`src/rtl/jtgng_romarb4.sv`:
```
// rtl/jtgng_romarb4.sv - four-slot round-robin arbiter for the shared SDRAM ROM port
// Optional feature macro: JTGNG_ROMARB_CACHE_EN (per-slot last-address tag, hits skip SDRAM)
module jtgng_romarb4 #(
  parameter int AW = 22,
  parameter int DW = 32
) (
  input  logic            clk,
  input  logic            rst,
  input  logic            loop_rst,
  input  logic            downloading,
  input  logic [3:0]      slot_req,
  input  logic [4*AW-1:0] slot_addr,
  output logic [4*DW-1:0] slot_data,
  output logic [3:0]      slot_ok,
  output logic            sdram_req,
  output logic [AW-1:0]   sdram_addr,
  input  logic            sdram_ack,
  input  logic            data_rdy,
  input  logic [DW-1:0]   data_read,
  output logic            refresh_en
);

  typedef enum logic [1:0] {S_IDLE, S_REQ, S_WAIT, S_DONE} state_t;

  state_t          state_q, state_d;
  logic [1:0]      ptr_q, ptr_d;
  logic [1:0]      g_q, g_d;
  logic            sdram_req_q, sdram_req_d;
  logic [AW-1:0]   addr_q, addr_d;
  logic [4*DW-1:0] data_q, data_d;
  logic [3:0]      ok_q, ok_d;
  logic            refresh_q, refresh_d;

  logic            flush;
  logic            gnt_vld;
  logic [1:0]      gnt_idx;
  logic [1:0]      cand;
  logic [AW-1:0]   gnt_addr;
  logic            cache_hit;
  logic            latch;

  assign flush = rst | loop_rst;

  // Round-robin search: first requesting slot after the last one granted
  always_comb begin
    gnt_vld = 1'b0;
    gnt_idx = ptr_q;
    cand    = '0;
    for (int k = 1; k <= 4; k++) begin
      cand = ptr_q + 2'(k);
      if (!gnt_vld && slot_req[cand]) begin
        gnt_vld = 1'b1;
        gnt_idx = cand;
      end
    end
    gnt_addr = slot_addr[32'(gnt_idx)*AW +: AW];
  end

  // Read data is accepted in WAIT, or in REQ when it arrives together with the ack
  assign latch = data_rdy && ((state_q == S_WAIT) || (state_q == S_REQ && sdram_ack));

`ifdef JTGNG_ROMARB_CACHE_EN
  logic [AW-1:0] tag_q [4];
  logic [3:0]    tag_vld_q;

  assign cache_hit = tag_vld_q[gnt_idx] && (tag_q[gnt_idx] == gnt_addr);

  // Each slot remembers the last address fetched from SDRAM; a download invalidates all
  always_ff @(posedge clk) begin
    if (flush || downloading) begin
      tag_vld_q <= '0;
    end else if (latch) begin
      tag_vld_q[g_q] <= 1'b1;
      tag_q[g_q]     <= addr_q;
    end
  end
`else
  assign cache_hit = 1'b0;
`endif

  // Next-state and output decode for the grant / request / wait / done sequence
  always_comb begin
    state_d     = state_q;
    ptr_d       = ptr_q;
    g_d         = g_q;
    sdram_req_d = sdram_req_q;
    addr_d      = addr_q;
    data_d      = data_q;
    ok_d        = '0;
    refresh_d   = (state_q == S_IDLE) && !(gnt_vld && !downloading);
    case (state_q)
      S_IDLE: begin
        if (!downloading && gnt_vld) begin
          g_d   = gnt_idx;
          ptr_d = gnt_idx;
          if (cache_hit) begin
            ok_d[gnt_idx] = 1'b1;
            state_d       = S_DONE;
          end else begin
            addr_d      = gnt_addr;
            sdram_req_d = 1'b1;
            state_d     = S_REQ;
          end
        end
      end
      S_REQ: begin
        if (sdram_ack) begin
          sdram_req_d = 1'b0;
          state_d     = S_WAIT;
        end
      end
      S_WAIT:  state_d = S_WAIT;
      S_DONE:  state_d = S_IDLE;
      default: state_d = S_IDLE;
    endcase
    if (latch) begin
      data_d[32'(g_q)*DW +: DW] = data_read;
      ok_d[g_q]                 = 1'b1;
      state_d                   = S_DONE;
    end
  end

  // State registers; either reset abandons any transaction in flight
  always_ff @(posedge clk) begin
    if (flush) begin
      state_q     <= S_IDLE;
      ptr_q       <= 2'd3;
      g_q         <= 2'd0;
      sdram_req_q <= 1'b0;
      addr_q      <= '0;
      data_q      <= '0;
      ok_q        <= '0;
      refresh_q   <= 1'b1;
    end else begin
      state_q     <= state_d;
      ptr_q       <= ptr_d;
      g_q         <= g_d;
      sdram_req_q <= sdram_req_d;
      addr_q      <= addr_d;
      data_q      <= data_d;
      ok_q        <= ok_d;
      refresh_q   <= refresh_d;
    end
  end

  assign slot_data  = data_q;
  assign slot_ok    = ok_q;
  assign sdram_req  = sdram_req_q;
  assign sdram_addr = addr_q;
  assign refresh_en = refresh_q;

endmodule

```
`config.mk`:
```
export PLATFORM = sky130hd
export DESIGN_NAME = jtgng_romarb4
export DESIGN_NICKNAME = d
export VERILOG_FILES = /design/src/rtl/jtgng_romarb4.sv
export SDC_FILE = /design/constraint.sdc
export NUM_CORES = 1
export LEC_CHECK = 0
export ABC_AREA = 1
export CAP_MARGIN = 5
export CORE_ASPECT_RATIO = 1.1
export CORE_MARGIN = 2
export CORE_UTILIZATION = 45
export DETAILED_ROUTE_END_ITERATION = 10
export PLACE_DENSITY = 0.92
export SYNTH_ARGS = -nofsm -noshare
export SYNTH_HDL_FRONTEND = slang
export SYNTH_SLANG_ARGS = --single-unit
```
`constraint.sdc`:
```
create_clock -name clk -period 4 [get_ports clk]
set_input_delay 0.8 -clock clk [delete_from_list [all_inputs] [get_ports clk]]
set_output_delay 0.8 -clock clk [all_outputs]
set_load 0.005 [all_outputs]
```
==> metrics <==
largest net degree at the start of global routing=79; worst hold slack=0.4587 ns; Hold-fix buffers, CTS=0; R2R setup slack=1.29 ns; leading cell type in the layout, fill and taps excluded=clkdlybuf4s50_1; kind of end point of the critical path=flop; worst path required time=4.35 ns; Critical Path AT=3.30 ns; row count=49; unique cell type count in the Yosys netlist=33; cell taking the most area after synthesis=dfxtp_1; Pleak=0.004060 uW; largest family of logic cells by synthesized area=simple AND/OR/NAND/NOR gates; Critical R2R Launch=ptr_q[0]; skew final=0.006574 ns; Final period util=73.62%; port bufs=285; routed wire length=26770 um; HP Class=flop to flop; run status=completed; antenna viol nets, final=0; post-synth top area share=43.15%; Relative slew margins=31.84%; CP endpoint=slot_data[7]; area fraction in compound gates after synthesis=16.88%; wire per inst=18.24 um; Clock Pin Slew Worst Setup and Hold Paths=0.07 ns; Synth Area in XOR/XNOR=0%; most frequent cells in the layout=clkdlybuf4s50_1 (285), nand2_1 (190), dfxtp_1 (162); top cells by area, synth=dfxtp_1 (43%), nand2_1 (9.6%), a21oi_1 (7.8%); max-slew violation count=0; critical path type=input pin to flop; first-pass GRT wire length=42080 um; die width=127.2 um; Post-Syn Area=7516 um^2; PwrDens=368.9 nW/um^2; Post-Synth Simple-Gate Area=27.88%; Clk Latency, worst-skew pair=0.43 ns; share of layout cells above drive strength 1=6.013%; met3 Resource Use GR=7.574%; final setup fails=0; max cap viols=0; DR iter-0 viols=626; Global Route Usage Sum=29.71%; Critical Path Start=sdram_ack; Num CTS Buffers=17; I/O pin total=286; worst-path maximum fanout=34; fin nets=1393; PostCTS Resize Cnt=0; mux contribution to synthesized area=0%; met2 usage=48.25%; syn nets=1157; vias in the first global route=7983; Seq/Total Area, Yosys=43.15%; core area=16370 um^2; post-synthesis adder-cell area fraction=1.998%; Peak VDD IR=323.9 uV; Max Clk Rate=339.6 MHz; CTS sink count=162; initial antenna violation count=0; GPL Wtd Cong=0.8837; Pre-antenna DRT Iters=6; Least-Margin Pin Slew=1.021 ns; GRT overflow=0; worst reg2reg path depth=11; GR Util met1=35.86%; htree depth=4; detailed-placement wirelength estimate=18500 um; clk root buf=clkbuf_16; Sequential Area=3243 um^2; reg2reg end=sdram_addr[5]; # diodes=0; Synth Area per Inst=7.405 um^2; TNS Setup=0 ns; Synth Instances=1015; Top Usage Layer GRT=met2; multi-input logic area=3532 um^2; layout filler cell count=1292; Startpoint Class=input pin; RSZ-0062 raised after global routing=no; drt drc=0; Final Hold Fails=0; initial core utilization=45.91%; CTS max path bufs=2; total number of vias=8422; die height=139.5 um; die area=17750 um^2; CTS tree=yes; number of post-CTS setup repair buffers=0; Vias/cell=5.737; Min Clock Period, post-route=2.945 ns; #FFs+latches synth=162; Synthesis Warnings=0; Area growth syn-to-layout=46.06%
[cells by family (layout without fill, tap and decap cells)]
kind of cell	Yosys count	after routing
compound gates	222	222
fa+ha+maj	12	12
buf+inv	185	434
flops	162	162
simple gates	434	434
[cells in the mapped netlist (all sizes together)]
cell type	number
a211oi	40
a21oi	117
a31oi	40
and2	1
buf	26
clkbuf	57
dfxtp	162
ha	12
inv	102
nand2	203
nand3	113
nand3b	22
nand4	31
nor2	37
nor3	4
nor4	5
o211ai	2
o21ai	22
o31ai	1
or3	1
or4	17
[registers in the layout (all words and copies together), names as in the netlist]
name,count
state_q,2
slot_data,128
slot_ok,4
refresh_en,1
sdram_req,1
ptr_q,2
g_q,2
sdram_addr,22
[routing by layer]
layer / vias up / part of all wire, %
met2: 420 / 47
li1: 3931 / -
met3: 106 / 8.4
met5: - / 0
met1: 3965 / 39
met4: 0 / 5.9
[how the worst min path moves through the flow]
stage | to | startpoint | cells past startpoint | slack, ns
floorplan | slot_data[36] | slot_data[36] | 2 | 0.45
global placement | slot_data[49] | slot_data[49] | 2 | 0.44
detailed placement | slot_data[50] | slot_data[50] | 2 | 0.44
CTS | slot_data[89] | slot_data[89] | 2 | 0.46
global route | slot_data[89] | slot_data[89] | 2 | 0.47
finish | slot_data[89] | slot_data[89] | 2 | 0.46
[power breakdown]
part / total [uW] / internal (uW) / switching (uW)
registers: 1660 / 1640 / 21.7
clock network: 1600 / 880 / 718
logic: 788 / 310 / 478
total: 4050 / 2830 / 1220
[worst max-delay path: stages]
cell             delay (ns)
clkdlybuf4s50_1        0.50
nand2_1                0.08
nand2_1                0.06
nand2_1                0.07
inv_2                  0.26
nand2_1                0.10
buf_4                  0.26
inv_1                  0.78
nand3_1                0.17
a21oi_1                0.21
[area by class of cell]
cell class | instances | share of cell area, %
inverters | 102 | 3.579
multi-input cells | 668 | 32.17
clock buffers | 18 | 3.909
well taps | 204 | 2.325
clock inverters | 14 | 1.345
repair buffers | 300 | 27.13
flip-flops and latches | 162 | 29.54
[through the flow]
step / cells / total power, uW / instance area (um^2) / util, % / setup slack, ns
after global placement: 1436 / 2460 / 10400 / 63.54 / 0.8022
after detailed placement: 1436 / 2474 / 10400 / 63.54 / 0.7136
final: 1468 / 4050 / 10980 / 67.06 / 1.055
after floorplan: 1015 / 2176 / 7516 / - / 1.993
after CTS: 1468 / 4055 / 10980 / 67.06 / 1.122
after global routing: 1468 / 4208 / 10980 / 67.06 / 0.8229
Power figures use the tool's default switching activity.
